==> config.mk <==
export PLATFORM = sky130hd
export DESIGN_NAME = serial_sub_mux
export DESIGN_NICKNAME = d
export VERILOG_FILES = /design/src/rtl/serial_sub_mux.sv
export SDC_FILE = /design/constraint.sdc
export NUM_CORES = 1
export LEC_CHECK = 0
export ABC_AREA = 0
export CORE_MARGIN = 2
export CORE_UTILIZATION = 50
export CTS_CLUSTER_DIAMETER = 150
export DETAILED_ROUTE_END_ITERATION = 10
export HOLD_SLACK_MARGIN = 0.02
export PLACE_DENSITY = 0.74
export SYNTH_ARGS = -nofsm -noshare
export SYNTH_HDL_FRONTEND = slang
export SYNTH_SLANG_ARGS = --single-unit
==> constraint.sdc <==
create_clock -name clk -period 1.95 [get_ports clk]
set_clock_uncertainty 0.2 [all_clocks]
set_input_delay 0.195 -clock clk [delete_from_list [all_inputs] [get_ports clk]]
set_output_delay 0.195 -clock clk [all_outputs]
set_load 0.05 [all_outputs]
==> src/rtl/serial_sub_mux.sv <==
// Bit-serial LSB-first subtractor (a - b) built from mux-lookup half-subtractors,
// behind a start/busy/done handshake. Optional macro SERIAL_SUB_SIGNED_EN adds signed overflow.
module serial_sub_mux #(
  parameter int WIDTH = 8
) (
  input  logic             clk,
  input  logic             rst,
  input  logic             start,
  input  logic [WIDTH-1:0] a,
  input  logic [WIDTH-1:0] b,
  output logic             busy,
  output logic             done,
  output logic [WIDTH-1:0] diff,
  output logic             borrow,
  output logic             ovf
);

  // Handshake: start is honoured only in IDLE or DONE. busy marks SHIFT.
  // done pulses for one cycle with diff/borrow/ovf valid. Results hold until the next done.
  localparam int CW = $clog2(WIDTH + 1);
  localparam logic [CW-1:0] LAST = CW'(WIDTH - 1);

  // Truth tables indexed by {y,x}: bit n holds the output for select value n.
  localparam logic [3:0] DIFF_T   = 4'b0110;
  localparam logic [3:0] BORROW_T = 4'b0100;

  typedef enum logic [1:0] {IDLE, SHIFT, DONE} state_t;

  state_t           state, state_nx;
  logic [WIDTH-1:0] ra, rb, rd;
  logic             bq;
  logic [CW-1:0]    cnt;
  logic             load;
  logic             d1, b1, d, b2, bout;
  logic             last_bit;

  function automatic logic mux4(input logic [1:0] sel, input logic [3:0] data);
    return data[sel];
  endfunction

  always_comb begin
    d1   = mux4({rb[0], ra[0]}, DIFF_T);
    b1   = mux4({rb[0], ra[0]}, BORROW_T);
    d    = mux4({bq, d1}, DIFF_T);
    b2   = mux4({bq, d1}, BORROW_T);
    bout = b1 | b2;
  end

  assign load     = start && (state == IDLE || state == DONE);
  assign last_bit = (state == SHIFT) && (cnt == LAST);

  always_comb begin
    state_nx = state;
    case (state)
      IDLE:    if (start) state_nx = SHIFT;
      SHIFT:   if (cnt == LAST) state_nx = DONE;
      DONE:    state_nx = start ? SHIFT : IDLE;
      default: state_nx = IDLE;
    endcase
  end

  assign busy = (state == SHIFT);
  assign done = (state == DONE);

  always_ff @(posedge clk) begin
    if (rst) begin
      state  <= IDLE;
      ra     <= '0;
      rb     <= '0;
      rd     <= '0;
      bq     <= 1'b0;
      cnt    <= '0;
      diff   <= '0;
      borrow <= 1'b0;
    end else begin
      state <= state_nx;
      if (load) begin
        ra  <= a;
        rb  <= b;
        bq  <= 1'b0;
        cnt <= '0;
      end else if (state == SHIFT) begin
        rd  <= {d, rd[WIDTH-1:1]};
        ra  <= ra >> 1;
        rb  <= rb >> 1;
        bq  <= bout;
        cnt <= cnt + CW'(1);
      end
      // The final bit is folded in directly so the outputs are valid on DONE entry.
      if (last_bit) begin
        diff   <= {d, rd[WIDTH-1:1]};
        borrow <= bout;
      end
    end
  end

`ifdef SERIAL_SUB_SIGNED_EN
  logic sa, sb, ovf_r;

  always_ff @(posedge clk) begin
    if (rst) begin
      sa    <= 1'b0;
      sb    <= 1'b0;
      ovf_r <= 1'b0;
    end else begin
      if (load) begin
        sa <= a[WIDTH-1];
        sb <= b[WIDTH-1];
      end
      // d is the MSB of the final difference on the last shift cycle.
      if (last_bit) ovf_r <= (sa ^ sb) & (sa ^ d);
    end
  end

  assign ovf = ovf_r;
`else
  assign ovf = 1'b0;
`endif

endmodule

Word level (Yosys, flattened, before mapping)

Index checks and enable logic that the tools add are counted.
W data, S select, Z words.

Bitwise logic cells: 2
Add/subtract/negate cells: 1
Magnitude comparators: 2
Equality and inequality tests: 5
Reductions and logical operators: 8
Multiply operators: 0
Shift operators: 0
Divide/modulo/power cells: 0
Mux-type cells: 16

Operators with widths:

| cell                  | count |
|---|---|
| $mux W8               | 4 |
| $bmux W1 S2           | 4 |
| $lt A2 B3 Y1 const B  | 2 |
| $pmux W2 S3           | 1 |
| $mux W1               | 5 |
| $add A4 B1 Y4 const B | 1 |
| $eq A4 B3 Y1 const B  | 1 |
| $mux W2               | 2 |
| $reduce_and A2 Y1     | 2 |
| $eq A2 B1 Y1 const B  | 1 |
| $eq A2 B2 Y1 const B  | 1 |
| $logic_and A1 B1 Y1   | 2 |
| $logic_not A2 Y1      | 1 |
| $ne A2 B1 Y1 const B  | 1 |
| $ne A2 B2 Y1 const B  | 1 |
| $reduce_bool A2 Y1    | 1 |
| $reduce_or A2 Y1      | 1 |
| $logic_or A1 B1 Y1    | 1 |
| $not A1 Y1            | 1 |
| $or A1 B1 Y1          | 1 |

Bits in latches: 0
Output and inout port bits: 12
Memories kept: 0
ROM bits: 0
Word-level logic and storage cells: 42
Memory bits (writable): 0
Input bits: 19
Flip-flop bits (word level): 40

Logic depth before layout (Yosys ltp)

Gate-level depths: netlist of the first run.

Depth in word-level cells: 5
Mapped depth: 7
Mapped depth without buffers: 4

Worst setup path before layout of the first run

No wires, ideal clock.

Path kind: register to register
From: register cnt[0]
To: register borrow
Setup time: 0.091 ns
Path slack: 0.537 ns
Cell stages (with the launch flop): 6
Buffers on the path: 1
Arrival: 1.122 ns
Required time: 1.659 ns
Period minus slack after synthesis: 1.413 ns
Path through: dfxtp_1 > ha_1 > and3b_1 > buf_2 > a21oi_2 > a311oi_1

Cells in the longest elaborated chain, start to end: 2

RTL lines:

| what                   | line | RTL |
|---|---|---|
| from (decl)            | 32   | `logic [CW-1:0] cnt;` |
| from (signal assigned) | 87   | `cnt <= cnt + CW'(1);` |
| $eq A4 B3 Y1           | 50   | `assign last_bit = (state == SHIFT) && (cnt == LAST);` |
| $logic_and A1 B1 Y1    | 50   |  |
| to (signal assigned)   | 92   | `borrow <= bout;` |
| to (decl)              | 14   | `output logic borrow,` |

Every way passes these cells.
A chain may end at the register's enable or synchronous reset.

Worst setup path in the final report of the first run

From: register diff[1]
To: output port diff[1]

RTL lines:

| what                   | line | RTL |
|---|---|---|
| from (decl)            | 13   | `output logic [WIDTH-1:0] diff,` |
| from (signal assigned) | 91   | `diff <= {d, rd[WIDTH-1:1]};` |

No word-level cell between the ends.

==> results of run 1 <==
[flip-flops by register name, indices dropped and copies added (netlist names)]
name,flops
borrow,1
rb,8
rd,7
bq,1
cnt,4
state,2
diff,8
ra,8
[worst min-delay path by stage]
stage	from	endpoint	slack [ns]	cells after the start
final	rd[1]	rd[1]	0.26	2
after global routing	b[2]	rb[2]	0.26	3
after CTS	b[4]	rb[4]	0.25	3
after detailed placement	rd[1]	rd[1]	0.25	2
after global placement	rd[1]	rd[1]	0.25	2
after floorplan	a[0]	ra[0]	0.18	2
[per-stage QoR]
stage	std cells	power (mW)	worst slack, ns
finish	252	1.549	0.06514
global placement	244	1.091	0.2986
floorplan	183	1.038	0.5366
global route	252	1.626	0.01059
detailed placement	244	1.101	0.2356
CTS	252	1.560	0.01627
[cell type report]
class / count / share of cell area (%)
Multi-Input combinational cell: 124 / 36.06
Inverter: 3 / 0.6923
Tap cell: 44 / 2.769
Timing Repair Buffer: 34 / 17.75
Sequential cell: 39 / 39.27
Clock buffer: 8 / 3.461
[cells in the mapped netlist (all sizes together)]
library cell	count	share of area, %
a211oi	1	0.77
a21oi	21	6.7
a22oi	2	0.92
a311oi	7	5.7
and2b	2	0.92
and3b	1	0.54
buf	14	6.7
clkbuf	3	0.69
conb	1	0.23
dfxtp	39	48
fa	1	1.2
ha	1	0.77
inv	3	0.84
mux2i	2	1.2
nand2	26	6.0
nand2b	3	1.1
nand3	11	3.4
nand3b	2	0.92
nor2	9	2.1
nor3	15	4.6
o21ai	9	2.8
o22ai	7	2.7
or3	1	0.38
xnor2	1	0.54
xor2	1	0.54
[power by group through the flow]
stage               Combinational (mW)  Sequential [mW]  Clock [mW]
floorplan                        0.171            0.867           0
global placement                 0.220            0.871           0
detailed placement               0.228            0.873           0
CTS                              0.229            0.856       0.476
global route                     0.251            0.860       0.515
finish                           0.228            0.856       0.466
[routing by layer]
layer / share of wire (%) / GRT usage [%] / up-vias
met1: 43 / 23.89 / 659
li1: - / - / 685
met2: 51 / 36.02 / 33
met5: 0 / 0 / -
met4: 1.6 / 11.80 / 0
met3: 4.5 / 6.092 / 7
[repair_timing]
action	CTS	global route
hold buffers	0	0
setup endpoints to repair	0	2
gates resized for setup	0	2
[cells by family after synthesis]
logic type	after synthesis
AO/OA/AOI/OAI	47
XOR/XNOR	2
adder cells (fa/ha/maj)	2
buffers and inverters	20
flip-flops	39
multiplexers	2
other	1
AND/OR/NAND/NOR	70
[layout by cell type (no fill, tap or decap), types with 2 or more instances in the layout]
cell	netlist	routed
nand2_1	26	26
nand3b_1	2	2
nand3_1	11	11
mux2i_1	2	2
nor3_1	15	15
clkbuf_8	0	2
clkbuf_4	0	5
inv_1	2	2
nor2_1	9	9
a21oi_1	20	20
buf_4	3	5
a22oi_1	2	2
dfxtp_1	39	39
nand2b_1	3	3
clkdlybuf4s50_1	0	25
a311oi_1	2	2
o22ai_1	7	7
o21ai_0	9	9
and2b_1	2	2
a311oi_2	5	5
buf_12	0	2
dlymetal6s2s_1	0	2
==> out/metrics.cfg, run 1 <==
[worst_setup_path]
path_depth = 1
rrSetupSlack_ns = 0.33
reg2reg_from = cnt[0]
path_cells = clkdlybuf4s50_1
criticalPathCategory = flop to output pin
r2r_cells = 4
endpoint = diff[1]
r2r-end = borrow
startpoint_type = flop
crit_arrival_ns = 1.49
crit_buf_inv = 1
path_delay_family = buffers and inverters
cp-startpoint = diff[1]
cp.required_ns = 1.55
path_max_fanout = 2
critPathMaxStageDelay_ns = 0.81
crit_slowest_cell = clkdlybuf4s50_1
endpoint_kind = output pin

[final_layout]
area_delta_synth_final_pct = 21.76
utilization_pct = 64.59
antennaDiodeCount = 0
fill_cells = 265
final_nets = 228
layout-drive-gt1-share_pct = 10.58
final_cell_area_sq_mm = 0.001988
multi_input_area_sq_um = 716.9
seq_area_sq_um = 780.7

[sta]
rsz0062_at_grt = no
hold_ws_ns = 0.2631
relSlewSlack_pct = 66.14
hold_viol_final = 0
maxSlewViolCount = 0
tightest_slew_ns = 0.5071
fin_crit_sh_pct = 96.66
setup_viol = 0
fmax_ghz = 0.5305
fin_crit_ns = 1.885
setup_tns_ns = 0

[synth]
seq_area_frac_synth_pct = 47.82
yosys.area_share.simple_pct = 19.92
synth_area_sq_mm = 0.001633
synth_adder_area_share_pct = 1.992
synth_cells = 183
yosysUniqueCellTypes = 31
syn_nets = 204
synth.avg_cell_area_sq_um = 8.922
yosysWarnings = 0
muxShareOfSynthArea_pct = 1.226
synth_top_family_by_area = simple AND/OR/NAND/NOR gates
synth_xor_area_share_pct = 1.073
ys_seq_elements = 39
synth_compound_area_share_pct = 19.46

[placement]
dp_hpwl_mm = 2.317
place.gp.congestion = 0.7325
port_buffers = 29
place_area_sq_mm = 0.001914

[routing]
routedWlPerCell_um = 13.55
final_antenna_net_count = 0
first_iter_violations = 59
routed_wl_mm = 3.415
drt_pre_antenna_iters = 4
vias = 1384
via_per_inst = 5.492
drc = 0

[floorplanning]
io_pins = 31
coreArea_sq_mm = 0.003078
initial_core_util_pct = 53.05
die_w_um = 61.15
dieArea_sq_mm = 0.003739
dieHeight_um = 61.15
num_rows = 20

[run_status]
outcome = finished, final reports clean

[clock_tree]
insertion_delay_ns = 0.34
postCtsSetupBuffers = 0
clk_pin_slew_ns = 0.11
numCtsBuffers = 5
cts-root-buf = clkbuf_4
ctsHtreeMaxLevel = 2
clock_path_buffers = 2
cts_tree = built
cts_sinks = 39

[global_route]
antenna_found_initial = 0
grt-ovfl-total = 0
grt.total_usage_pct = 21.25
grt_pass1_vias = 1363
grt_pass1_wl_mm = 5.823
grt_max_degree = 39

[min_path]
hold_class = flop to flop

[pwr]
swShare_pct = 25.81
intPower_mw = 1.149
p_per_area_mw_per_mm2 = 779.1
p_switching_uw = 399.8
seqPwrFrac_pct = 55.2
combinationalPowerShare_pct = 14.7
clockPowerShare_pct = 30.1
peakVddDrop_uv = 433.5
p_leak_nw = 0.7188

[job]
maxCapViolCount = 0

(Power assumes the default switching activity.)
==> run 2: changes to the inputs <==
--- a/config.mk
+++ b/config.mk
@@ -10,7 +10,8 @@
 export CORE_UTILIZATION = 50
 export CTS_CLUSTER_DIAMETER = 150
 export DETAILED_ROUTE_END_ITERATION = 10
-export HOLD_SLACK_MARGIN = 0.02
+export GPL_TIMING_DRIVEN = 0
+export HOLD_SLACK_MARGIN = 0.08
 export PLACE_DENSITY = 0.74
 export SYNTH_ARGS = -nofsm -noshare
 export SYNTH_HDL_FRONTEND = slang
==> out/metrics.cfg, run 2 (synthesis results as in run 1) <==
[clock_tree]
insertion_delay_ns = 0.36  ; was 0.34 ns
clock_path_buffers = 2  ; unchanged
cts_sinks = 39  ; unchanged
ctsHtreeMaxLevel = 2  ; unchanged
cts-root-buf = clkbuf_4  ; unchanged
numCtsBuffers = 5  ; unchanged
clk_pin_slew_ns = 0.12  ; was 0.11 ns
cts_tree = built  ; unchanged

[final_layout]
antennaDiodeCount = 0  ; unchanged
layout_commonest_cell = dfxtp_1  ; unchanged
seq_area_sq_um = 780.7  ; unchanged
fill_cells = 280  ; was 265
final_nets = 240  ; was 228
reg.largest.list = diff x8, ra x8, rb x8  ; unchanged
multi_input_area_sq_um = 716.9  ; unchanged
final_cell_area_sq_mm = 0.002056  ; was 0.001988 sq mm
layout-drive-gt1-share_pct = 14.09  ; was 10.58%
final_cell_mix = 39 x dfxtp_1, 26 x nand2_1, 20 x a21oi_1  ; was 39 x dfxtp_1, 26 x nand2_1, 25 x clkdlybuf4s50_1
area_delta_synth_final_pct = 25.90  ; was 21.76%

[floorplanning]
coreArea_sq_mm = 0.003078  ; unchanged
die_w_um = 61.15  ; unchanged
dieHeight_um = 61.15  ; unchanged
io_pins = 31  ; unchanged
num_rows = 20  ; unchanged
dieArea_sq_mm = 0.003739  ; unchanged
initial_core_util_pct = 53.05  ; unchanged

[routing]
routedWlPerCell_um = 14.81  ; was 13.55 um
vias = 1447  ; was 1384
via_per_inst = 5.481  ; was 5.492
final_antenna_net_count = 0  ; unchanged
drt_pre_antenna_iters = 6  ; was 4
first_iter_violations = 62  ; was 59
drc = 0  ; unchanged
routed_wl_mm = 3.911  ; was 3.415 mm

[min_path]
hold-path-endpoint = rb[1]  ; was rd[1]
hold_start = b[1]  ; was rd[1]
hold_class = input pin to flop  ; was flop to flop
hold_depth = 3  ; was 2

[run_status]
outcome = finished, final reports clean  ; unchanged

[worst_setup_path]
crit_buf_inv = 1  ; unchanged
criticalPathCategory = flop to output pin  ; unchanged
reg2reg_from = cnt[0]  ; unchanged
crit_arrival_ns = 1.51  ; was 1.49 ns
rrSetupSlack_ns = 0.34  ; was 0.33 ns
path_cells = clkdlybuf4s50_1  ; unchanged
r2r_cells = 4  ; unchanged
cp.required_ns = 1.55  ; about the same
r2r-end = diff[6]  ; was borrow
endpoint_kind = output pin  ; unchanged
critPathMaxStageDelay_ns = 0.80  ; was 0.81 ns
path_delay_family = buffers and inverters  ; unchanged
startpoint_type = flop  ; unchanged
path_max_fanout = 2  ; unchanged
crit_slowest_cell = clkdlybuf4s50_1  ; unchanged

[global_route]
antenna_found_initial = 0  ; unchanged
grt_max_degree = 14  ; was 39
grt.total_usage_pct = 24.06  ; was 21.25%
grt_pass1_vias = 1351  ; was 1363
grt_pass1_wl_mm = 6.382  ; was 5.823 mm
grt-ovfl-total = 0  ; unchanged

[sta]
fin_crit_sh_pct = 97.72  ; was 96.66%
hold_viol_final = 0  ; unchanged
relSlewSlack_pct = 65.02  ; was 66.14%
rsz0062_at_grt = no  ; unchanged
setup_viol = 0  ; unchanged
tightest_slew_ns = 0.5247  ; was 0.5071 ns
fin_crit_ns = 1.906  ; was 1.885 ns
maxSlewViolCount = 0  ; unchanged
fmax_ghz = 0.5248  ; was 0.5305 GHz
setup_ws_ns = 0.04444  ; was 0.06514 ns
setup_tns_ns = 0  ; unchanged

[pwr]
power_mw = 1.541  ; was 1.549 mW
p_leak_nw = 0.8517  ; was 0.7188 nW
p_per_area_mw_per_mm2 = 749.4  ; was 779.1 mW/mm^2
peakVddDrop_uv = 470.6  ; was 433.5 uV

[placement]
dp_hpwl_mm = 2.638  ; was 2.317 mm
place_area_sq_mm = 0.001968  ; was 0.001914 sq mm
port_buffers = 28  ; was 29
dp_slack_ns = -0.1760  ; was 0.2356 ns
place.gp.congestion = 0.8185  ; was 0.7325

[job]
maxCapViolCount = 0  ; unchanged

-- run 2: cell types whose count changed in the layout (fill, tap and decap cells not counted) --
cell             delta
buf_2               +7
clkdlybuf4s50_1     -7
dlymetal6s2s_1      +5
buf_8               +3
buf_12              -2
buf_4               -2
buf_6               +2
clkbuf_1            +2
clkbuf_8            -2
clkinvlp_4          +2
dlygate4sd2_1       +2
clkinv_2            +1
dlygate4sd3_1       +1
-- run 2: layout make-up --
type | instances | area share (%)
clock inverter | 3 | 0.9738
timing repair buffer | 29 | 15.09
sequential | 39 | 37.98
buffer | 17 | 5.904
inverter | 3 | 0.6695
clock buffer | 5 | 1.826
tap | 44 | 2.678
multi-input combinational | 124 | 34.88
-- run 2: repair_timing --
| action | in CTS | in global routing |
|---|---|---|
| hold buffers | 1 | 0 |
| gates resized for setup | 8 | 9 |
| endpoints found under the setup margin | 3 | 8 |
| hold endpoints to repair | 4 | 0 |
| setup buffers | 0 | 0 |
-- run 2: where the power goes --
group / internal (mW) / total (mW) / switching (mW)
logic: 0.117 / 0.255 / 0.139
clock network: 0.138 / 0.430 / 0.292
registers: 0.834 / 0.856 / 0.0217
-- run 2: how the worst max path moves through the flow --
stage             start      end  slack, ns  depth (start not counted)
2_1_floorplan    cnt[0]   borrow       0.54                          5
3_3_place_gp   state[1]     busy      -0.16                          6
3_5_place_dp   state[1]     busy      -0.18                          6
4_1_cts        state[1]     busy       0.02                          6
5_1_grt         diff[7]  diff[7]     0.0004                          1
6_report        diff[7]  diff[7]       0.04                          1
-- run 2: layer usage --
metal	GRT usage (%)	up-vias	share of wire (%)
li1	-	710	-
met1	31.28	685	43
met2	37.39	47	49
met3	7.563	5	6.7
met4	9.317	0	1.4
met5	0	-	0
-- run 2: stage by stage --
| stage | instances | hold slack (ns) | util (%) |
|---|---|---|---|
| 6_report | 264 | 0.2350 | 66.79 |
| 5_1_grt | 264 | 0.2406 | 66.79 |
| 3_5_place_dp | 255 | 0.2594 | 63.94 |
| 3_3_place_gp | 255 | 0.2480 | 63.94 |
| 2_1_floorplan | 183 | 0.1792 | - |
| 4_1_cts | 264 | 0.2358 | 65.98 |
